`config.mk`:
```
export PLATFORM = sky130hd
export DESIGN_NAME = seq_pattern_detector_flat
export DESIGN_NICKNAME = d
export VERILOG_FILES = /design/src/rtl/seq_pattern_detector_if.sv /design/src/rtl/seq_pattern_detector.sv /design/src/flat_wrapper.sv
export SDC_FILE = /design/constraint.sdc
export NUM_CORES = 1
export LEC_CHECK = 0
export ABC_AREA = 1
export BUFFER_PORTS_ARGS = -buffer_cell sky130_fd_sc_hd__clkbuf_2
export CAP_MARGIN = 0
export CORE_ASPECT_RATIO = 1.4
export CORE_MARGIN = 10
export CORE_UTILIZATION = 45
export DETAILED_ROUTE_END_ITERATION = 12
export MAX_ROUTING_LAYER = met4
export PLACE_DENSITY_LB_ADDON = 0.1
export SETUP_SLACK_MARGIN = 0.3
export SLEW_MARGIN = 20
export SYNTH_ARGS = -nofsm -noshare
export SYNTH_HDL_FRONTEND = slang
export SYNTH_SLANG_ARGS = --single-unit
```
`constraint.sdc`:
```
create_clock -name clk -period 1.5 [get_ports clk]
set_clock_uncertainty 0.05 [all_clocks]
set_input_delay 0.225 -clock clk [delete_from_list [all_inputs] [get_ports clk]]
set_output_delay 0.225 -clock clk [all_outputs]
set_load 0.01 [all_outputs]
```
`src/rtl/seq_pattern_detector_if.sv`:
```
// Stream/control/status bundle for seq_pattern_detector.
// master drives the serial stream and pattern controls; slave is the detector.
interface seq_pattern_detector_if #(
   parameter int PAT_W = 4,
   parameter int CNT_W = 8
);
   logic             en;
   logic             d;
   logic             overlap;
   logic             pat_load;
   logic [PAT_W-1:0] pat_in;
   logic [PAT_W-1:0] mask_in;
   logic             cnt_clr;
   logic             z;
   logic [CNT_W-1:0] match_cnt;
   logic             cnt_sat;

   modport master (
      output en, d, overlap, pat_load, pat_in, mask_in, cnt_clr,
      input  z, match_cnt, cnt_sat
   );

   modport slave (
      input  en, d, overlap, pat_load, pat_in, mask_in, cnt_clr,
      output z, match_cnt, cnt_sat
   );
endinterface

```
`src/rtl/seq_pattern_detector.sv`:
```
// Serial pattern detector: masked compare of a shift history against a loadable
// pattern, overlapping/non-overlapping modes, registered pulse and saturating count.
module seq_pattern_detector #(
   parameter int               PAT_W    = 4,
   parameter int               CNT_W    = 8,
   parameter logic [PAT_W-1:0] PAT_INIT = 4'b1001
) (
   input logic                   clk,
   input logic                   reset,
   seq_pattern_detector_if.slave bus
);
   localparam int             FW        = $clog2(PAT_W + 1);
   localparam logic [FW-1:0]  FILL_FULL = FW'(PAT_W);

   logic [PAT_W-1:0] r_sh;
   logic [PAT_W-1:0] r_pat;
   logic [PAT_W-1:0] r_mask;
   logic [FW-1:0]    r_fill;
   logic             r_z;
   logic [CNT_W-1:0] r_cnt;
   logic             r_sat;

   logic [PAT_W-1:0] w_sh_next;
   logic [PAT_W-1:0] w_bit_ok;
   logic [FW-1:0]    w_fill_next;
   logic [CNT_W-1:0] w_cnt_inc;
   logic             w_shift;
   logic             w_match;
   logic             w_cnt_max;

   // A load takes priority over the stream bit on the same edge.
   assign w_shift     = bus.en & ~bus.pat_load;
   assign w_sh_next   = {r_sh[PAT_W-2:0], bus.d};
   assign w_fill_next = (r_fill == FILL_FULL) ? FILL_FULL : r_fill + FW'(1);

   for (genvar gi = 0; gi < PAT_W; gi++) begin : g_cmp
      assign w_bit_ok[gi] = ~r_mask[gi] | (w_sh_next[gi] ~^ r_pat[gi]);
   end

   assign w_match   = w_shift & (w_fill_next == FILL_FULL) & (&w_bit_ok);
   assign w_cnt_max = &r_cnt;
   assign w_cnt_inc = r_cnt + CNT_W'(1);

   always_ff @(posedge clk or negedge reset) begin
      if (!reset) begin
         r_sh   <= '0;
         r_fill <= '0;
         r_pat  <= PAT_INIT;
         r_mask <= '1;
         r_z    <= 1'b0;
      end else if (bus.pat_load) begin
         r_pat  <= bus.pat_in;
         r_mask <= bus.mask_in;
         r_fill <= '0;
         r_z    <= 1'b0;
      end else if (bus.en) begin
         r_sh   <= w_sh_next;
         // Non-overlap mode restarts the fill so no bit is reused.
         r_fill <= (w_match && !bus.overlap) ? '0 : w_fill_next;
         r_z    <= w_match;
      end else begin
         r_z    <= 1'b0;
      end
   end

   always_ff @(posedge clk or negedge reset) begin
      if (!reset) begin
         r_cnt <= '0;
         r_sat <= 1'b0;
      end else if (bus.cnt_clr) begin
         r_cnt <= '0;
         r_sat <= 1'b0;
      end else if (w_match && !w_cnt_max) begin
         r_cnt <= w_cnt_inc;
         r_sat <= r_sat | (&w_cnt_inc);
      end
   end

   assign bus.z         = r_z;
   assign bus.match_cnt = r_cnt;
   assign bus.cnt_sat   = r_sat;
endmodule
```
`src/flat_wrapper.sv`:
```
// flat-port wrapper written by rule: the top's interface ports become plain ports
module seq_pattern_detector_flat 
#(
   parameter int               PAT_W    = 4,
   parameter int               CNT_W    = 8,
   parameter logic [PAT_W-1:0] PAT_INIT = 4'b1001
)
  (clk, reset, bus_en, bus_d, bus_overlap, bus_pat_load, bus_pat_in, bus_mask_in, bus_cnt_clr, bus_z, bus_match_cnt, bus_cnt_sat);
  seq_pattern_detector_if #(.PAT_W(PAT_W), .CNT_W(CNT_W)) bus_i ();
  input logic clk;
  input logic reset;
  input wire logic [$bits(bus_i.en)-1:0] bus_en;
  input wire logic [$bits(bus_i.d)-1:0] bus_d;
  input wire logic [$bits(bus_i.overlap)-1:0] bus_overlap;
  input wire logic [$bits(bus_i.pat_load)-1:0] bus_pat_load;
  input wire logic [$bits(bus_i.pat_in)-1:0] bus_pat_in;
  input wire logic [$bits(bus_i.mask_in)-1:0] bus_mask_in;
  input wire logic [$bits(bus_i.cnt_clr)-1:0] bus_cnt_clr;
  output wire logic [$bits(bus_i.z)-1:0] bus_z;
  output wire logic [$bits(bus_i.match_cnt)-1:0] bus_match_cnt;
  output wire logic [$bits(bus_i.cnt_sat)-1:0] bus_cnt_sat;
  assign bus_i.en = bus_en;
  assign bus_i.d = bus_d;
  assign bus_i.overlap = bus_overlap;
  assign bus_i.pat_load = bus_pat_load;
  assign bus_i.pat_in = bus_pat_in;
  assign bus_i.mask_in = bus_mask_in;
  assign bus_i.cnt_clr = bus_cnt_clr;
  assign bus_z = bus_i.z;
  assign bus_match_cnt = bus_i.match_cnt;
  assign bus_cnt_sat = bus_i.cnt_sat;
  seq_pattern_detector #(.PAT_W(PAT_W), .CNT_W(CNT_W), .PAT_INIT(PAT_INIT)) u_core (.clk(clk), .reset(reset), .bus(bus_i));
endmodule
```
==> results.json <==
{
  "p_total_mw": 1.45,
  "cts_tree": "yes",
  "status": "finished, violations left",
  "num_io_pins": 25,
  "cts.sinks": 24,
  "syn-num-nets": 188,
  "syn_area_um2": 1290,
  "fp.dieH_um": 83.4,
  "drv_slew": 0,
  "hold_end": "u_core.r_mask[3]",
  "hold_ws_ns": 0.0900,
  "reg2reg_from": "u_core.r_fill[1]",
  "syn_inst": 169,
  "reg2reg_to": "u_core.bus.match_cnt[0]",
  "die_area_um2": 5450,
  "drt_first_pass_iters": 4,
  "crit_fanout": 6,
  "finalCritPeriodShare": 1.03,
  "clk_latency_ns": 0.26,
  "initial_core_util": 0.459,
  "seqCellArea_um2": 611,
  "die_x_um": 65.3,
  "hpwl_mm": 2.35,
  "yosysSeqAreaShare": 0.470,
  "slew_headroom": 0.597,
  "grt_antenna_before_repair": 0,
  "cts_buffer_depth": 2,
  "nFillCells": 273,
  "crit_arrival_ns": 1.69,
  "min_period_ns": 1.54,
  "wl_per_cell_um": 13.7,
  "core_area_um2": 2820,
  "antenna_cells": 0,
  "endpoint_kind": "register",
  "area_growth_pct": 36.8,
  "cts-buffers-inserted": 3,
  "cap_violations": 0,
  "layout.nets": 230,
  "grtUsageTotal": 0.129,
  "crit_required_ns": 1.65,
  "first_global_vias": 1241,
  "start_kind": "register",
  "irDropWorstVdd_mv": 0.542,
  "num_vias": 1197,
  "tightest_slew_ns": 0.605,
  "max_freq_ghz": 0.648,
  "routed_wl_mm": 3.38,
  "portBuffers": 24,
  "hold_depth": 3,
  "syn_area_per_cell_um2": 7.66,
  "clkSlewWorstSetupHoldPaths_ns": 0.09,
  "final_antenna_net_count": 0,
  "violations": "negative setup slack",
  "layout-drive-gt1-share": 0.386,
  "fin_ws_ns": -0.0443,
  "crit_type": "reg2reg",
  "synth_seq_cells": 24,
  "route.detailed.drc": 0,
  "rsz0062_at_grt": "true",
  "multi_input_area_um2": 718,
  "hold_viol": 0,
  "min-delay-start": "bus_mask_in[3]",
  "viasPerCell": 4.85,
  "rrSetupSlack_ns": -0.04,
  "setup_viol": 9,
  "grt_start_max_net_pins": 25,
  "rows": 23,
  "synthDistinctLibCells": 20,
  "pre_cts_ws_ns": -0.159,
  "drt_iter0_drc": 51,
  "grt_pass1_wl_mm": 5.55,
  "cts_root_buf": "clkbuf_8",
  "p_per_area_nw_per_um2": 818,
  "h-tree-depth": 1,
  "min_path_type": "in2reg",
  "grt_overflow": 0,
  "power.leakage_nw": 0.880,
  "globalplace.congestion": 0.856,
  "yosysWarnings": 0,
  "r2r_cells": 10
}
## critical path, cell delays in order (launching register included)
cell     delay [ns]
dfrtp_1        0.40
inv_2          0.09
ha_4           0.15
nand2_4        0.07
nand3_4        0.11
nand2_4        0.05
nor2_4         0.15
nand3_4        0.16
nand2_4        0.13
nand2_1        0.06
nand2_1        0.06
## final cells by class
class	count	share of cell area
Sequential cell	24	0.345
Tap cell	37	0.0262
Inverter	22	0.0467
Multi-Input combinational cell	121	0.406
Timing Repair Buffer	39	0.151
Clock buffer	4	0.0255
## kinds of logic (layout without fill, tap and decap cells)
logic type      Yosys count  after routing  synth area share
compound gates           12             12            0.0503
xor+xnor                  4              4            0.0271
fa+ha+maj                 4              4            0.0387
buf+inv                  25             65            0.0783
flops                    24             24             0.470
simple gates            100            101             0.336
## flip-flops by register name, summed over array words and instances, names as in the netlist
name	count
u_core.r_fill	3
u_core.bus.match_cnt	8
u_core.r_sh	3
u_core.bus.cnt_sat	1
u_core.bus.z	1
u_core.r_pat	4
u_core.r_mask	4
## power by group
| part | internal, mW | leakage [nW] | switching [mW] |
|---|---|---|---|
| registers | 0.705 | 0.300 | 0.0367 |
| logic | 0.152 | 0.557 | 0.168 |
| clock network | 0.189 | 0.0228 | 0.197 |
| total | 1.05 | 0.880 | 0.402 |
## per-layer routing
metal | GRT usage | part of all wire
met1 | 0.126 | 0.38
met4 | 0.0352 | 0.012
met3 | 0.0228 | 0.037
met2 | 0.245 | 0.57
met5 | - | 0
## synth_stat cells (all sizes together)
cell | instances | share of area
xnor2 | 2 | 0.014
dfstp | 6 | 0.12
nand3 | 19 | 0.087
nand2 | 63 | 0.18
clkbuf | 2 | 0.0058
xor2 | 2 | 0.014
o22ai | 2 | 0.0097
buf | 1 | 0.0087
nor2 | 18 | 0.066
dfrtp | 18 | 0.35
inv | 22 | 0.064
ha | 4 | 0.039
o21ai | 9 | 0.035
o21bai | 1 | 0.0058
## timing repair
item	in CTS	in global routing
hold buffers	1	0
endpoints found under the hold margin	18	0
resized for setup	21	16
pin swaps	4	0
gates cloned	1	0
endpoints found under the setup margin	13	15
setup buffers	6	1
## cells in the final DEF, fill, tap and decap left out, types with 3 or more instances in the layout
cell and count:
buf_4 11, buf_6 3, clkbuf_2 22, clkbuf_8 3, dfrtp_1 16, dfstp_2 6
inv_1 17, inv_2 5, nand2_1 53, nand2_2 6, nand2_4 4, nand3_1 14
nand3_2 3, nand3_4 3, nor2_1 11, nor2_4 5, o21ai_0 8
## through the flow
stage,util,cells,area [um2],setup TNS [ns]
after CTS,0.606,246,1710,-0.00523
after global placement,0.534,234,1510,-0.910
after global routing,0.627,247,1770,-0.996
final,0.627,247,1770,-0.261
after floorplan,-,169,1310,0
after detailed placement,0.534,234,1510,-1.10
## worst max-delay path by stage
stage               slack, ns                      end              from
floorplan                0.09  u_core.bus.match_cnt[7]  u_core.r_fill[1]
global placement        -0.13  u_core.bus.match_cnt[4]  u_core.r_fill[0]
detailed placement      -0.16  u_core.bus.match_cnt[4]  u_core.r_fill[0]
CTS                    -0.005  u_core.bus.match_cnt[4]  u_core.r_fill[0]
global route            -0.13  u_core.bus.match_cnt[0]  u_core.r_fill[0]
finish                  -0.04  u_core.bus.match_cnt[0]  u_core.r_fill[1]
No activity file was read; power rests on OpenSTA's default activity.
